File: src/rtl/regbank_pkg.sv
// rtl/regbank_pkg.sv - shared state type and default sizes for the register bank
package regbank_pkg;

  typedef enum logic {IDLE, CLEAR} state_t;

  localparam int DEF_DATA_W = 32;
  localparam int DEF_DEPTH  = 16;

endpackage

File: src/rtl/reg_bank_sb.sv
// rtl/reg_bank_sb.sv - register bank with bypass, hardwired R0, pending-write scoreboard, bulk clear
module reg_bank_sb
  import regbank_pkg::*;
#(
  parameter  int DATA_W = DEF_DATA_W,
  parameter  int DEPTH  = DEF_DEPTH,
  parameter  int NUM_RD = 2,
  localparam int AW     = (DEPTH > 1) ? $clog2(DEPTH) : 1
) (
  input  logic                     clk,
  input  logic                     reset,
  input  logic [NUM_RD*AW-1:0]     rd_addr,
  output logic [NUM_RD*DATA_W-1:0] rd_data,
  output logic [NUM_RD-1:0]        rd_busy,
  input  logic                     wr_en,
  input  logic [AW-1:0]            wr_addr,
  input  logic [DATA_W-1:0]        wr_data,
  input  logic                     sb_set,
  input  logic [AW-1:0]            sb_addr,
  input  logic                     clr_req,
  output logic                     clr_busy
);

  localparam logic [AW:0]   DEPTH_X = (AW+1)'(DEPTH);
  localparam logic [AW-1:0] LAST    = AW'(DEPTH - 1);

  // R0 and out-of-range addresses are neither stored nor tracked
  function automatic logic addr_ok(input logic [AW-1:0] a);
    return (a != '0) && ({1'b0, a} < DEPTH_X);
  endfunction

  state_t            state, state_nxt;
  logic [AW-1:0]     idx, idx_nxt;
  logic [DATA_W-1:0] regs [DEPTH];
  logic [DEPTH-1:0]  pend;
  logic              idle, wr_ok, sb_ok;

  assign idle     = (state == IDLE);
  assign wr_ok    = idle && wr_en && addr_ok(wr_addr);
  assign sb_ok    = idle && sb_set && addr_ok(sb_addr);
  assign clr_busy = (state == CLEAR);

  always_comb begin
    state_nxt = state;
    idx_nxt   = idx;
    case (state)
      IDLE: begin
        if (clr_req && (DEPTH > 1)) begin
          state_nxt = CLEAR;
          idx_nxt   = AW'(1);
        end
      end
      CLEAR: begin
        if (idx == LAST) state_nxt = IDLE;
        else             idx_nxt   = idx + AW'(1);
      end
      default: state_nxt = IDLE;
    endcase
  end

  always_ff @(posedge clk or negedge reset) begin
    if (!reset) begin
      state <= IDLE;
      idx   <= '0;
      pend  <= '0;
      for (int i = 0; i < DEPTH; i++) regs[i] <= '0;
    end else begin
      state <= state_nxt;
      idx   <= idx_nxt;
      if (clr_busy) begin
        regs[idx] <= '0;
        pend[idx] <= 1'b0;
      end else begin
        if (wr_ok) begin
          regs[wr_addr] <= wr_data;
          pend[wr_addr] <= 1'b0;
        end
        // issued after the write in program order so a same-address set wins
        if (sb_ok) pend[sb_addr] <= 1'b1;
      end
    end
  end

  for (genvar g = 0; g < NUM_RD; g++) begin : g_rd
    logic [AW-1:0] a;
    assign a = rd_addr[g*AW +: AW];
    assign rd_data[g*DATA_W +: DATA_W] =
        !addr_ok(a)                   ? '0      :
        (idle && wr_en && wr_addr == a) ? wr_data :
                                          regs[a];
    assign rd_busy[g] = addr_ok(a) && pend[a];
  end

endmodule

File: config.mk
export PLATFORM = sky130hd
export DESIGN_NAME = reg_bank_sb
export DESIGN_NICKNAME = d
export VERILOG_FILES = /design/src/rtl/regbank_pkg.sv /design/src/rtl/reg_bank_sb.sv
export SDC_FILE = /design/constraint.sdc
export NUM_CORES = 1
export LEC_CHECK = 0
export CORE_MARGIN = 1.5
export CORE_UTILIZATION = 30
export DETAILED_ROUTE_END_ITERATION = 8
export SLEW_MARGIN = 20
export SYNTH_ARGS = -nofsm -noshare
export SYNTH_HDL_FRONTEND = slang
export SYNTH_SLANG_ARGS = --single-unit
export TNS_END_PERCENT = 100
File: constraint.sdc
create_clock -name clk -period 2.57 [get_ports clk]
set_input_delay 0.514 -clock clk [delete_from_list [all_inputs] [get_ports clk]]
set_output_delay 0.514 -clock clk [all_outputs]
set_load 0.005 [all_outputs]
# --- After elaboration in Yosys (flattened, before gate mapping) ---
# Cells that the tools add are included.
word_totals:
  reg_bits: 533
  in_bits: 53
  wordCells: 107
  output_inout_bits: 67
op_classes:
  reduce_logical: 19
  n_lt_le_gt_ge: 14
  bitwise: 12
  mux: 37
  n_eq_ne: 5
  n_addsub: 1
ops:
  columns: ["op", "count"]
  rows:
  - ["$mux W512", 2]
  - ["$and A512 B512 Y512", 1]
  - ["$bwmux W512", 1]
  - ["$not A512 Y512", 1]
  - ["$mux W32", 10]
  - ["$bmux W32 S4", 2]
  - ["$demux W32 S4", 2]
  - ["$mux W16", 4]
  - ["$and A16 B16 Y16", 2]
  - ["$not A16 Y16", 2]
  - ["$lt A4 B5 Y1 const B", 5]
  - ["$ge A5 B5 Y1 const B", 4]
  - ["$not A4 Y5", 4]
  - ["$or A16 B16 Y16", 1]
  - ["$reduce_bool A4 Y1", 4]
  - ["$logic_and A1 B1 Y1", 13]
  - ["$demux W1 S4", 3]
  - ["$ge A4 B1 Y1 const B", 3]
  - ["$lt A5 B1 Y1 const B", 2]
  - ["$bmux W1 S4", 2]
  - ["$eq A4 B4 Y1", 2]
  - ["$mux W4", 2]
  - ["$pmux W4 S2", 1]
  - ["$mux W1", 7]
  - ["7 further kinds", 8]

# --- Depth between registers and ports, before layout ---
depth:
  word_depth: 11
  mapped_depth: 7
  mapped_depth_nobuf: 5

# --- Least setup slack after synthesis ---
# OpenSTA, ideal clock, no wires.
synth_path:
  path_kind: "input port to output port"
  from: "input port rd_addr[4]"
  to: "output port rd_data[59]"
  arrival_ns: 1.998
  t_required_ns: 2.056
  slack_ns: 0.058
  path_buffers: 3
  cell_stages: 7
  path_cell_list: "clkbuf_1 > buf_4 > buf_2 > mux4_2 > mux2i_1 > mux2i_1 > a22o_1"
synth_via:
  elab_chain_cells: 6
synth_lines:
  columns: ["item", "line", "rtl"]
  rows:
  - ["from (decl)", "reg_bank_sb.sv:12", "input logic [NUM_RD*AW-1:0] rd_addr,"]
  - ["$not A4 Y5 (implied by the code)", "reg_bank_sb.sv:90", "regs[a];"]
  - ["$bmux W32 S4", "reg_bank_sb.sv:90", null]
  - ["$mux W32 (implied by the code) (2 in series)", "reg_bank_sb.sv:90", null]
  - ["$mux W32", "reg_bank_sb.sv:89", "(idle && wr_en && wr_addr == a) ? wr_data :"]
  - ["$mux W32 (*)", "reg_bank_sb.sv:88", "!addr_ok(a) ? '0 :"]
  - ["to (decl)", "reg_bank_sb.sv:13", "output logic [NUM_RD*DATA_W-1:0] rd_data,"]
# Every way passes the cells marked *; elsewhere a longest branch is shown, timed or not. The select of a mux whose other input is x is not followed.

# --- Worst setup path after layout ---
layout_path:
  from: "register regs[414] (netlist bit)"
  to: "output port rd_data[30]"
layout_via:
  elab_chain_cells: 5
layout_lines:
  columns: ["item", "line", "rtl"]
  rows:
  - ["from (decl)", "reg_bank_sb.sv:34", "logic [DATA_W-1:0] regs [DEPTH];"]
  - ["from (signal, indexed assignment)", "reg_bank_sb.sv:75", "regs[wr_addr] <= wr_data;"]
  - ["$bmux W32 S4", "reg_bank_sb.sv:90", null]
  - ["$mux W32 (implied by the code) (2 in series)", "reg_bank_sb.sv:90", null]
  - ["$mux W32", "reg_bank_sb.sv:89", null]
  - ["$mux W32", "reg_bank_sb.sv:88", null]
# Every way passes these cells. The select of a mux whose other input is x is not followed.

==> results_dict.tcl <==
set metrics [dict create \
    status "finished with violations" \
    violations "setup timing" \
    core_area_sq_um 93000 \
    clock.fmax_ghz 0.347 \
    rows 112 \
    ios 120 \
    slew_headroom_pct 60.1 \
    critical_path_class "reg -> out" \
    crit_chain "buf_6, mux4_2, mux2i_2, mux2i_2, a22o_1, buf_2" \
    p_sw_uw 9720 \
    hold_viol 0 \
    syn_avg_cell_area_sq_um 14.5 \
    arrival_ns 2.37 \
    worst_setup_path_start_kind "register" \
    postRouteAntennaNets 0 \
    drv_slew 0 \
    hp-class "in -> async" \
    fin_skew_ns 0.0169 \
    initialDrtViolationCount 2741 \
    synth_nets 2000 \
    clockBufferDepth 3 \
    drc 0 \
    irDropWorstVdd_mv 0.493 \
    first_global_vias 23200 \
    chipHeight_um 309 \
    p_comb_share_pct 32.1 \
    gp_congestion 0.881 \
    maxCapViolCount 0 \
    end_kind "output pin" \
    async_reset_ff_share_pct 100 \
    ys_seq_elements 533 \
    yosys_most_used_dff "dfrtp_1" \
    gr-total-overflow 0 \
    rsz0062_at_grt "true" \
    p_clk_share_pct 30.5 \
    synth-seq-area-share_pct 47.5 \
    path_max_fanout 2 \
    layout.nets 2433 \
    wl_um 111000 \
    cp_common_cell "mux2i_2" \
    worst-slew-pin-transition_ns 0.596 \
    required_ns 2.06 \
    swShare_pct 31.9 \
    final_util_pct 40.9 \
    p_seq_share_pct 37.4 \
    report.final.setup_viol 65 \
    cp_slowest_cell "mux4_2" \
    synth_edf_count 0 \
    synth_top_area_share_pct 47.5 \
    p_total_uw 30500 \
    syn_area_sq_um 28100 \
    antenna_found_initial 4 \
    numPortBuffers 119 \
    avgViaCountPerCell 6.11 \
    grt.total_usage_pct 23.1 \
    route.detailed.wl_per_inst_um 30.3 \
    firstDrtPassIters 5 \
    leakage_uw 0.0172 \
    slowest_delay_ns 0.48 \
    yosysTopAreaCell "dfrtp_1" \
    synth_cell_types 39 \
    drive_above_1_share_pct 44.7 \
    via_count 22500 \
    netlist_top_cells_area "dfrtp_1 (47%), mux4_2 (21%), a22o_1 (17%)" \
    numCtsBuffers 57 \
    clkSinkCount 533 \
    dpl.hpwl_um 68500 \
    clock-root-buffer "clkbuf_16" \
    post-route-period-util_pct 112 \
    cts.clk_slew.worst_paths_ns 0.07 \
    powerDensity_nw_per_um2 801 \
    syn_inst 1943 \
    fin_crit_ns 2.88 \
    grt_max_degree 86 \
    internal_power_uw 20800 \
    start_util_pct 30.2 \
    htreeDepth 2 \
    cts_tree "built" \
    design.die.area_sq_um 95500 \
    setup_ws_ns -0.313 \
    grt_pass1_wl_um 162000 \
    hold_ws_ns 0.444 \
    area_growth_pct 35.6 \
    clk_latency_ns 0.63 \
    yosysWarnings 0 \
    die_w_um 309 \
    fill_cells 8415 \
]
[through the flow]
step / setup slack [ns] / area, sq um / setup TNS (ns) / cells
2_1_floorplan: 0.0583 / 28100 / 0 / 1943
4_1_cts: -0.317 / 37600 / -12.73 / 3647
3_3_place_gp: -0.812 / 33400 / -64.67 / 3358
6_report: -0.313 / 38100 / -10.53 / 3679
3_5_place_dp: -0.801 / 33400 / -64.18 / 3358
5_1_grt: -0.352 / 38100 / -14.27 / 3678
[worst max-delay path: cells and delay by family, from the launching register on]
family                 cells  cell delay, ns
buffers and inverters      2            0.26
muxes                      3            0.86
DFF                        1            0.39
AOI/OAI and AO/OA          1            0.23
[state kept, by name, indices dropped and copies added (netlist names)]
register,cells
regs,512
pend,16
idx,4
clr_busy,1
[placed cells by master (no fill, tap or decap), types with 6 or more instances in the layout]
cell type and count:
clkbuf_8 10, xor2_1 6, clkinv_2 11, dfrtp_1 533, mux2i_2 53, clkbuf_16 61, buf_12 93, clkinvlp_4 6
mux4_2 264, buf_4 331, buf_8 8, a21oi_4 13, bufinv_16 11, nor2_4 12, buf_6 71, clkdlybuf4s50_1 40
clkbuf_1 8, a22o_1 555, mux2i_4 27, buf_16 15, nor2b_1 37, buf_2 71, mux2i_1 114
[kinds of logic after synthesis]
kind of cell             count (synthesis)  share of synthesized area [%]
multiplexers                           459                           28.1
XOR/XNOR                                10                          0.312
buffers and inverters                  265                           4.07
AND/OR/NAND/NOR                         87                           1.86
AO/OA/AOI/OAI                          585                           18.0
adder cells (fa/ha/maj)                  4                          0.178
flip-flops                             533                           47.5
[worst paths after layout]
check | to | cells past startpoint | start | slack [ns]
min | regs[124]$_DFFE_PN0P_ | 2 | reset | 0.44
max | rd_data[30] | 6 | regs[414]$_DFFE_PN0P_ | -0.31
min in group clk | regs[278]$_DFFE_PN0P_ | 1 | regs[278]$_DFFE_PN0P_ | 0.52
max reg2reg | regs[482]$_DFFE_PN0P_ | 7 | clr_busy$_DFF_PN0_ | 0.42
min reg2reg | regs[278]$_DFFE_PN0P_ | 1 | regs[278]$_DFFE_PN0P_ | 0.52
max in group asynchronous | regs[109]$_DFFE_PN0P_ | 3 | reset | 1.22
[Yosys cell counts (6+ instances only)]
master,count
buf_1,47
buf_4,15
dfrtp_1,533
nor2b_1,39
a21oi_1,14
a22o_1,555
xor2_1,6
nor3_1,7
nor2_1,14
mux2i_1,194
clkbuf_1,129
buf_2,68
mux4_2,264
[layout make-up]
cell class / count / area (sq um) / share of cell area [%]
Tap cell: 1254 / 1570 / 4.12
Inverter: 5 / 18.8 / 0.0493
Antenna cell: 1 / 2.50 / 0.00657
Clock buffer: 77 / 1640 / 4.32
Clock inverter: 30 / 448 / 1.18
Multi-Input combinational cell: 1145 / 14500 / 38.2
Timing Repair Buffer: 634 / 6540 / 17.2
Sequential cell: 533 / 13300 / 35.0
[power by group through the flow]
stage | clock, uW | combinational [uW] | sequential, uW
2_1_floorplan | 0 | 4730 | 11000
3_3_place_gp | 0 | 8350 | 11300
3_5_place_dp | 0 | 8480 | 11500
4_1_cts | 9360 | 9420 | 11300
5_1_grt | 9710 | 10200 | 11600
6_report | 9290 | 9800 | 11400
[per-layer routing]
layer  global-route usage (%)  part of all wire, %  wire length (um)  up-vias
li1                         -                    -                 -     8762
met1                     30.7                   39             43500    12000
met2                     36.0                   47             51900     1431
met3                     5.83                   10             11200      262
met4                     9.17                  4.2              4650        6
met5                        0                0.036                40        -
[repair_timing]
action                                  4_1_cts  5_1_grt
pin swaps                                    71       64
buffers inserted                            174       34
hold buffers                                  1        0
cloned                                        9        2
endpoints found under the hold margin        39        0
endpoints found under the setup margin       66       66
gates resized for setup                     460       52
Note: power is estimated with default switching activity, not from simulation.
